[config.mk]
export PLATFORM = sky130hd
export DESIGN_NAME = demux2_stream
export DESIGN_NICKNAME = d
export VERILOG_FILES = /design/src/rtl/demux2_stream.sv
export SDC_FILE = /design/constraint.sdc
export NUM_CORES = 1
export LEC_CHECK = 0
export BUFFER_PORTS_ARGS = -buffer_cell sky130_fd_sc_hd__buf_2
export CAP_MARGIN = 5
export CORE_MARGIN = 2
export CORE_UTILIZATION = 40
export CTS_CLUSTER_DIAMETER = 30
export CTS_CLUSTER_SIZE = 16
export DETAILED_ROUTE_END_ITERATION = 8
export MAX_ROUTING_LAYER = met4
export PLACE_DENSITY_LB_ADDON = 0.25
export SYNTH_ARGS = -nofsm -noshare
export SYNTH_HDL_FRONTEND = slang
export SYNTH_SLANG_ARGS = --single-unit
[constraint.sdc]
create_clock -name clk -period 1.3 [get_ports clk]
set_clock_uncertainty 0.05 [all_clocks]
set_input_delay 0.13 -clock clk [delete_from_list [all_inputs] [get_ports clk]]
set_output_delay 0.13 -clock clk [all_outputs]
set_load 0.02 [all_outputs]
[src/rtl/demux2_stream.sv]
// Purpose : 1-to-2 registered stream demux; steers each accepted word to channel s.
// Latency : 1 cycle from input accept to valid on the selected channel.
// Backpr. : in_ready drops only when the selected channel is full and not popping.
//
// Ports:
//   clk, rst_n        clock, async active-low reset
//   d, s, in_valid    input word, channel select, producer valid
//   in_ready          combinational accept (depends on s, valid0/1, ready0/1 only)
//   y0/valid0/ready0  channel 0 single-entry output buffer + handshake
//   y1/valid1/ready1  channel 1 single-entry output buffer + handshake
//   cnt0, cnt1        per-channel delivered-word counters (wrap silently)
module demux2_stream #(
  parameter int W  = 8,
  parameter int CW = 8
) (
  input  logic          clk,
  input  logic          rst_n,
  input  logic [W-1:0]  d,
  input  logic          s,
  input  logic          in_valid,
  output logic          in_ready,
  output logic [W-1:0]  y0,
  output logic          valid0,
  input  logic          ready0,
  output logic [W-1:0]  y1,
  output logic          valid1,
  input  logic          ready1,
  output logic [CW-1:0] cnt0,
  output logic [CW-1:0] cnt1
);

  logic [W-1:0]  y0_q, y0_d;
  logic [W-1:0]  y1_q, y1_d;
  logic          valid0_q, valid0_d;
  logic          valid1_q, valid1_d;
  logic [CW-1:0] cnt0_q, cnt0_d;
  logic [CW-1:0] cnt1_q, cnt1_d;

  logic room0, room1;
  logic acc, acc0, acc1;
  logic pop0, pop1;

  // A channel can take a word if it is empty or its current word leaves this cycle.
  assign room0 = !valid0_q || ready0;
  assign room1 = !valid1_q || ready1;

  // Only the selected channel gates the producer; the idle one never stalls it.
  assign in_ready = s ? room1 : room0;

  assign acc  = in_valid && in_ready;
  assign acc0 = acc && !s;
  assign acc1 = acc && s;
  assign pop0 = valid0_q && ready0;
  assign pop1 = valid1_q && ready1;

  always_comb begin
    y0_d     = y0_q;
    y1_d     = y1_q;
    valid0_d = valid0_q;
    valid1_d = valid1_q;
    cnt0_d   = cnt0_q;
    cnt1_d   = cnt1_q;

    // Accept wins over pop so a same-cycle pop+accept keeps valid high (no bubble).
    // A pop alone drops valid but leaves the data register untouched.
    if (acc0) begin
      y0_d     = d;
      valid0_d = 1'b1;
    end else if (pop0) begin
      valid0_d = 1'b0;
    end

    if (acc1) begin
      y1_d     = d;
      valid1_d = 1'b1;
    end else if (pop1) begin
      valid1_d = 1'b0;
    end

    if (pop0) cnt0_d = cnt0_q + CW'(1);
    if (pop1) cnt1_d = cnt1_q + CW'(1);
  end

  always_ff @(posedge clk or negedge rst_n) begin
    if (!rst_n) begin
      y0_q     <= '0;
      y1_q     <= '0;
      valid0_q <= 1'b0;
      valid1_q <= 1'b0;
      cnt0_q   <= '0;
      cnt1_q   <= '0;
    end else begin
      y0_q     <= y0_d;
      y1_q     <= y1_d;
      valid0_q <= valid0_d;
      valid1_q <= valid1_d;
      cnt0_q   <= cnt0_d;
      cnt1_q   <= cnt1_d;
    end
  end

  assign y0     = y0_q;
  assign y1     = y1_q;
  assign valid0 = valid0_q;
  assign valid1 = valid1_q;
  assign cnt0   = cnt0_q;
  assign cnt1   = cnt1_q;

endmodule

==> results.sh, run 1 <==
export IMPL_synth_edf_count=0
export IMPL_report_power_total_mw=3.287
export IMPL_drc_errors=0
export IMPL_yosys_area_top_type="dfrtp_1"
export IMPL_finalSetupViolCount=10
export IMPL_yosys_warnings=0
export IMPL_synth_area_top_cells="dfrtp_1 61%, mux2_2 15%, xor2_1 5.0%"
export IMPL_fillCellCount=296
export IMPL_rrSetupSlack_ps=-60
export IMPL_crit_path_cell_trace="nand2b_4 -> mux2_2 -> buf_6"
export IMPL_drive_gt1_share_pct=51.15
export IMPL_violations="negative setup slack"
export IMPL_vdd_drop_max_mv=0.8335
export IMPL_detail_route_antenna_nets=0
export IMPL_fin_ws_ps=-82.41
export IMPL_rsz0062_at_grt="yes"
export IMPL_cp_startpoint="valid0$_DFFE_PN0P_"
export IMPL_syn_inst=103
export IMPL_power_leakage_nw=1.027
export IMPL_hold_path_class="in -> reg"
export IMPL_start_util_pct=41.62
export IMPL_path_max_fanout=3
export IMPL_worstHoldStart="s"
export IMPL_dpl_cell_area_sq_um=1784
export IMPL_syn_to_final_growth_pct=44.41
export IMPL_synth_cell_type_count=18
export IMPL_die_y_um=62.93
export IMPL_crit_reg2reg_launch="valid0$_DFFE_PN0P_"
export IMPL_crit_end="in_ready"
export IMPL_netlist_top_cells_count="34 x dfrtp_1, 19 x mux2_2, 10 x nand2_1, 8 x xor2_1, 6 x xnor2_1"
export IMPL_multiInputGateArea_sq_um=614.3
export IMPL_ys_seq_elements=34
export IMPL_place_congestion=0.7884
export IMPL_port_buffers=48
export IMPL_ff2ff_path_depth=4
export IMPL_cp_data_arrival_time_ps=1200
export IMPL_clock_fmax_mhz=723.4
export IMPL_cts_tree="done"
export IMPL_clk_latency_ps=330
export IMPL_worst_slew_pin_slew_ps=224.9
export IMPL_syn_area_sq_um=1389
export IMPL_timing_final_crit_share_pct=106.3
export IMPL_grt_max_degree=35
export IMPL_wl_per_cell_um=13.23
export IMPL_timing_rr_end="y0[0]$_DFFE_PN0P_"
export IMPL_grt_usage_pct=16.75
export IMPL_ios=49
export IMPL_clk_pin_slew_ps=100
export IMPL_start_kind="register"
export IMPL_cts_htree_levels=2
export IMPL_worstPathRequired_ps=1120
export IMPL_crit_cells=3
export IMPL_first_global_vias=1063
export IMPL_critPathMaxStageDelay_ps=400
export IMPL_viasPerCell=4.768
export IMPL_root_buffer="clkbuf_4"
export IMPL_gr_total_overflow=0
export IMPL_drt_iter0_drc=36
export IMPL_ys_flop_type="dfrtp_1"
export IMPL_yosysMostFrequentCell="dfrtp_1"
export IMPL_dr_pass1_iters=4
export IMPL_die_w_um=62.93
export IMPL_clock_sinks=34
export IMPL_final_cell_area_sq_um=2006
export IMPL_syn_nets=119
export IMPL_antenna_cells=0
export IMPL_syn_area_per_cell_sq_um=13.48
export IMPL_vias=1049
export IMPL_row_count=21
export IMPL_p_per_area_nw_per_um2=1639
export IMPL_final_nets=189
export IMPL_slowest_stage="dfrtp_2"
export IMPL_seqCellArea_sq_um=854.6
export IMPL_crit_buf_inv=1
export IMPL_async_reset_ff_share_pct=100.0
export IMPL_grt_pass1_wl_mm=4.947
export IMPL_cp_end_kind="output port"
export IMPL_dp_hpwl_mm=2.023
export IMPL_design_die_area_sq_um=3960
export IMPL_finalCriticalPeriod_ps=1382
export IMPL_slew_viol_final=0
export IMPL_relSlewSlack_pct=84.89
export IMPL_worstSetupPathType="reg -> out"
export IMPL_drt_wl_total_mm=2.910
export IMPL_path_delay_family="flip-flops"
export IMPL_cts_made_buffers=5
export IMPL_hold_viol_final=0
export IMPL_synth_top_area_share_pct=61.26
export IMPL_status="finished with violations"
export IMPL_synth_seq_area_share_pct=61.26
export IMPL_coreArea_sq_um=3337
export IMPL_clock_path_buffers=2
export IMPL_max_cap_violations=0
export IMPL_antenna_found_initial=0
==> stage by stage <==
step	setup WS (ps)	TNS (ps)	hold WS [ps]	std cells	util [%]
after floorplan	-140.0	-1353	-215.6	103	-
after global placement	-35.57	-431.3	51.55	202	53.47
after detailed placement	-79.72	-880.9	49.62	202	53.47
after CTS	-99.14	-527.0	4.787	219	59.39
after global routing	-141.5	-1258	9.331	220	60.11
final	-82.41	-507.6	33.69	220	60.11
==> cells by family (layout without fill, tap and decap cells) <==
family / Yosys count / count (layout) / synth area share (%)
xor gates and xnor gates: 14 / 14 / 8.829
and+or+nand+nor: 31 / 31 / 11.71
buffers and inverters: 2 / 73 / 0.6300
muxes: 19 / 19 / 15.41
adders and majority gates: 2 / 2 / 1.802
AOI/OAI and AO/OA: 1 / 1 / 0.3600
DFF: 34 / 34 / 61.26
==> metal layers <==
metal  global-route usage, %  share of wire (%)
met3                   6.667                6.0
met5                       -                  0
met1                   19.84                 42
met4                   6.667                2.7
met2                   25.53                 49
==> placed cells by master, fill, tap and decap left out, drive strengths merged <==
cell type    instances
nand2               10
dfrtp               34
o21ai                1
nand3                3
nor2b                1
nor2                 4
mux2                19
nand4                4
xnor2                6
nand2b               2
nor3b                1
dlygate4sd3          9
inv                  1
buf                 55
and3                 1
xor2                 8
ha                   2
clkinv               2
clkbuf               6
and2                 1
nor3                 4
==> layout make-up <==
type,instances,share of cell area (%)
Timing Repair Buffer,64,21.15
Inverter,1,0.1871
Clock inverter,2,0.4991
Sequential cell,34,42.61
Clock buffer,6,2.059
Multi-Input combinational cell,67,30.63
Tap cell,46,2.870
==> timing repair <==
item | in CTS | in global routing
endpoints found under the setup margin | 17 | 20
gates cloned | 0 | 0
resized for setup | 15 | 4
buffers inserted | 1 | 0
endpoints found under the hold margin | 48 | 2
hold buffers | 8 | 1
==> worst register-to-register path, cell delays in order (launching register included) <==
cell and delay [ps]:
dfrtp_2 440, nand2b_4 80, nor3b_4 210, buf_12 160, mux2_4 300
==> where the power goes <==
part	switching [mW]	total [mW]	internal, mW
logic	0.633	1.16	0.531
registers	0.265	1.58	1.32
clock network	0.334	0.540	0.206
==> worst min-delay path by stage <==
| stage | to | slack (ps) | depth (start not counted) |
|---|---|---|---|
| 2_1_floorplan | cnt0[0]$_DFFE_PN0P_ | -220 | 0 |
| 6_report | valid0$_DFFE_PN0P_ | 30 | 2 |
| 5_1_grt | valid0$_DFFE_PN0P_ | 9 | 2 |
| 4_1_cts | y0[7]$_DFFE_PN0P_ | 5 | 2 |
| 3_5_place_dp | cnt1[5]$_DFFE_PN0P_ | 50 | 2 |
| 3_3_place_gp | cnt1[7]$_DFFE_PN0P_ | 50 | 2 |
==> state kept, by name, indices dropped and copies added, names as in the netlist <==
name,count
valid1,1
y0,8
y1,8
valid0,1
cnt1,8
cnt0,8
Power figures use the tool's default switching activity.
==> run 2, diff against run 1 <==
--- a/config.mk
+++ b/config.mk
@@ -9,11 +9,12 @@
 export CAP_MARGIN = 5
 export CORE_MARGIN = 2
 export CORE_UTILIZATION = 40
+export CTS_BUF_LIST = sky130_fd_sc_hd__clkbuf_4
 export CTS_CLUSTER_DIAMETER = 30
 export CTS_CLUSTER_SIZE = 16
 export DETAILED_ROUTE_END_ITERATION = 8
 export MAX_ROUTING_LAYER = met4
-export PLACE_DENSITY_LB_ADDON = 0.25
+export PLACE_DENSITY = 0.69
 export SYNTH_ARGS = -nofsm -noshare
 export SYNTH_HDL_FRONTEND = slang
 export SYNTH_SLANG_ARGS = --single-unit
==> run 2 against run 1 <==
Net effect: non-clock buffer count rose by 1; clock-buffer cell count did not move; utilization fell by 0.22 points; sequential share of layout area rose by 0.16 points; via count fell by 4.6%; sequential power barely moved; sequential cell count did not move; the flow still finishes with violations (negative setup slack); setup slack got worse by 89 ps; largest power group unchanged; power rose by 1.3%; combinational power rose by 4%; clock power rose by 0.9%.
==> results.sh, run 2 (synthesis gave the netlist of run 1 again) <==
export IMPL_drive_gt1_share_pct=51.43
export IMPL_drt_iter0_drc=53
export IMPL_finalSetupViolCount=10
export IMPL_die_y_um=62.93
export IMPL_violations="negative setup slack"
export IMPL_grt_pass1_wl_mm=5.188
export IMPL_port_buffers=48
export IMPL_p_per_area_nw_per_um2=1667
export IMPL_slew_viol_final=0
export IMPL_worstHoldStart="d[0]"
export IMPL_dpl_cell_area_sq_um=1767
export IMPL_clk_pin_slew_ps=100
export IMPL_worstSetupPathType="reg -> out"
export IMPL_crit_reg2reg_launch="valid0$_DFFE_PN0P_"
export IMPL_detail_route_antenna_nets=0
export IMPL_clock_path_buffers=2
export IMPL_grt_usage_pct=17.43
export IMPL_path_delay_family="flip-flops"
export IMPL_timing_final_crit_share_pct=113.2
export IMPL_fin_ws_ps=-171.2
export IMPL_design_die_area_sq_um=3960
export IMPL_p_clk_share_pct=16.4
export IMPL_start_util_pct=41.62
export IMPL_placedCellCount=203
export IMPL_ff2ff_path_depth=4
export IMPL_rsz0062_at_grt="yes"
export IMPL_internal_power_mw=2.093
export IMPL_status="finished with violations"
export IMPL_die_w_um=62.93
export IMPL_cp_end_kind="output port"
export IMPL_worstPathRequired_ps=1120
export IMPL_fillCellCount=289
export IMPL_power_switching_mw=1.237
export IMPL_row_count=21
export IMPL_whs_path_depth=2
export IMPL_slowest_stage="dfrtp_2"
export IMPL_grt_max_degree=20
export IMPL_start_kind="register"
export IMPL_finalCriticalPeriod_ps=1471
export IMPL_timing_rr_end="y0[4]$_DFFE_PN0P_"
export IMPL_first_global_vias=1061
export IMPL_relSlewSlack_pct=75.46
export IMPL_crit_path_cell_trace="nand2b_1 -> buf_4 -> mux2_4 -> buf_6"
export IMPL_report_power_total_mw=3.330
export IMPL_clk_latency_ps=320
export IMPL_power_leakage_nw=1.033
export IMPL_worst_slew_pin_slew_ps=368.2
export IMPL_final_common_cell="buf_2"
export IMPL_antenna_found_initial=0
export IMPL_path_max_fanout=2
export IMPL_combPwrFrac_pct=36.2
export IMPL_power_share_switching_pct=37.15
export IMPL_syn_to_final_growth_pct=43.87
export IMPL_clock_sinks=34
export IMPL_multiInputGateArea_sq_um=613.1
export IMPL_gr_total_overflow=0
export IMPL_coreArea_sq_um=3337
export IMPL_critPathMaxStageDelay_ps=360
export IMPL_crit_buf_inv=2
export IMPL_max_cap_violations=0
export IMPL_final_cell_area_sq_um=1998
export IMPL_place_congestion=0.7595
export IMPL_antenna_cells=0
export IMPL_final_nets=190
export IMPL_vdd_drop_max_mv=0.7539
export IMPL_drt_wl_total_mm=3.056
export IMPL_cts_tree="done"
export IMPL_layout_common_cells="46 x buf_2, 31 x dfrtp_1, 17 x mux2_4"
export IMPL_clock_fmax_mhz=679.7
export IMPL_ios=49
export IMPL_share_seq_of_total_power_pct=47.4
export IMPL_viasPerCell=4.529
export IMPL_cts_made_buffers=5
export IMPL_rrSetupSlack_ps=-40
export IMPL_hold_viol_final=0
export IMPL_dr_pass1_iters=4
export IMPL_cp_data_arrival_time_ps=1290
export IMPL_hold_path_class="in -> reg"
export IMPL_fin_cells=221
export IMPL_root_buffer="clkbuf_4"
export IMPL_holdPathEnd="y0[0]$_DFFE_PN0P_"
export IMPL_cts_htree_levels=2
export IMPL_place_ws_ps=-66.02
export IMPL_drc_errors=0
export IMPL_wl_per_cell_um=13.83
export IMPL_seqCellArea_sq_um=854.6
export IMPL_vias=1001
run 2: changes by cell type in the layout (fill, tap and decap cells not counted), sizes merged:
| cell | change |
|---|---|
| dlygate4sd3 | -1 |
| buf | +2 |
run 2: what timing repair did:
action,in CTS,in global routing
resized for setup,16,7
hold buffers,4,4
pin swaps,0,0
endpoints found under the hold margin,21,7
endpoints found under the setup margin,17,21
buffers inserted,1,2
run 2: worst max path at each step:
stage | slack (ps) | depth (start not counted) | end | start
finish | -170 | 4 | in_ready | valid0$_DFFE_PN0P_
CTS | -180 | 4 | in_ready | valid0$_DFFE_PN0P_
global placement | -20 | 4 | y0[4]$_DFFE_PN0P_ | valid0$_DFFE_PN0P_
global route | -230 | 4 | in_ready | valid0$_DFFE_PN0P_
floorplan | -140 | 3 | y0[0]$_DFFE_PN0P_ | valid0$_DFFE_PN0P_
detailed placement | -70 | 4 | y0[4]$_DFFE_PN0P_ | valid0$_DFFE_PN0P_
run 2: cell type report:
| cell class | instances | share of cell area, % |
|---|---|---|
| repair buffers | 65 | 20.79 |
| clock buffers | 6 | 2.254 |
| inverters | 1 | 0.1879 |
| clock inverters | 2 | 0.4383 |
| multi-input cells | 67 | 30.68 |
| flip-flops and latches | 34 | 42.77 |
| well taps | 46 | 2.880 |
run 2: metal layers:
metal	up-vias	track usage (%)	wire, um	part of all wire, %
li1	489	-	-	-
met2	30	26.06	1541	50
met1	480	23.36	1338	44
met5	-	-	0	0
met3	2	3.604	155	5.1
met4	0	6.667	20	0.65
run 2: per-stage QoR:
| stage | setup TNS [ps] | hold slack, ps | util, % |
|---|---|---|---|
| after floorplan | -1353 | -215.6 | - |
| after global placement | -120.3 | 5.433 | 52.94 |
| after detailed placement | -535.6 | 16.62 | 52.94 |
| after CTS | -483.0 | 0.6776 | 57.67 |
| after global routing | -1122 | 0.6967 | 59.88 |
| final | -370.3 | 19.21 | 59.88 |
run 2: power by group through the flow:
| stage | clock network [mW] | registers, mW | logic (mW) |
|---|---|---|---|
| 2_1_floorplan | 0 | 1.88 | 0.374 |
| 3_3_place_gp | 0 | 1.58 | 1.08 |
| 3_5_place_dp | 0 | 1.59 | 1.11 |
| 4_1_cts | 0.559 | 1.58 | 1.17 |
| 5_1_grt | 0.635 | 1.63 | 1.31 |
| 6_report | 0.545 | 1.58 | 1.21 |
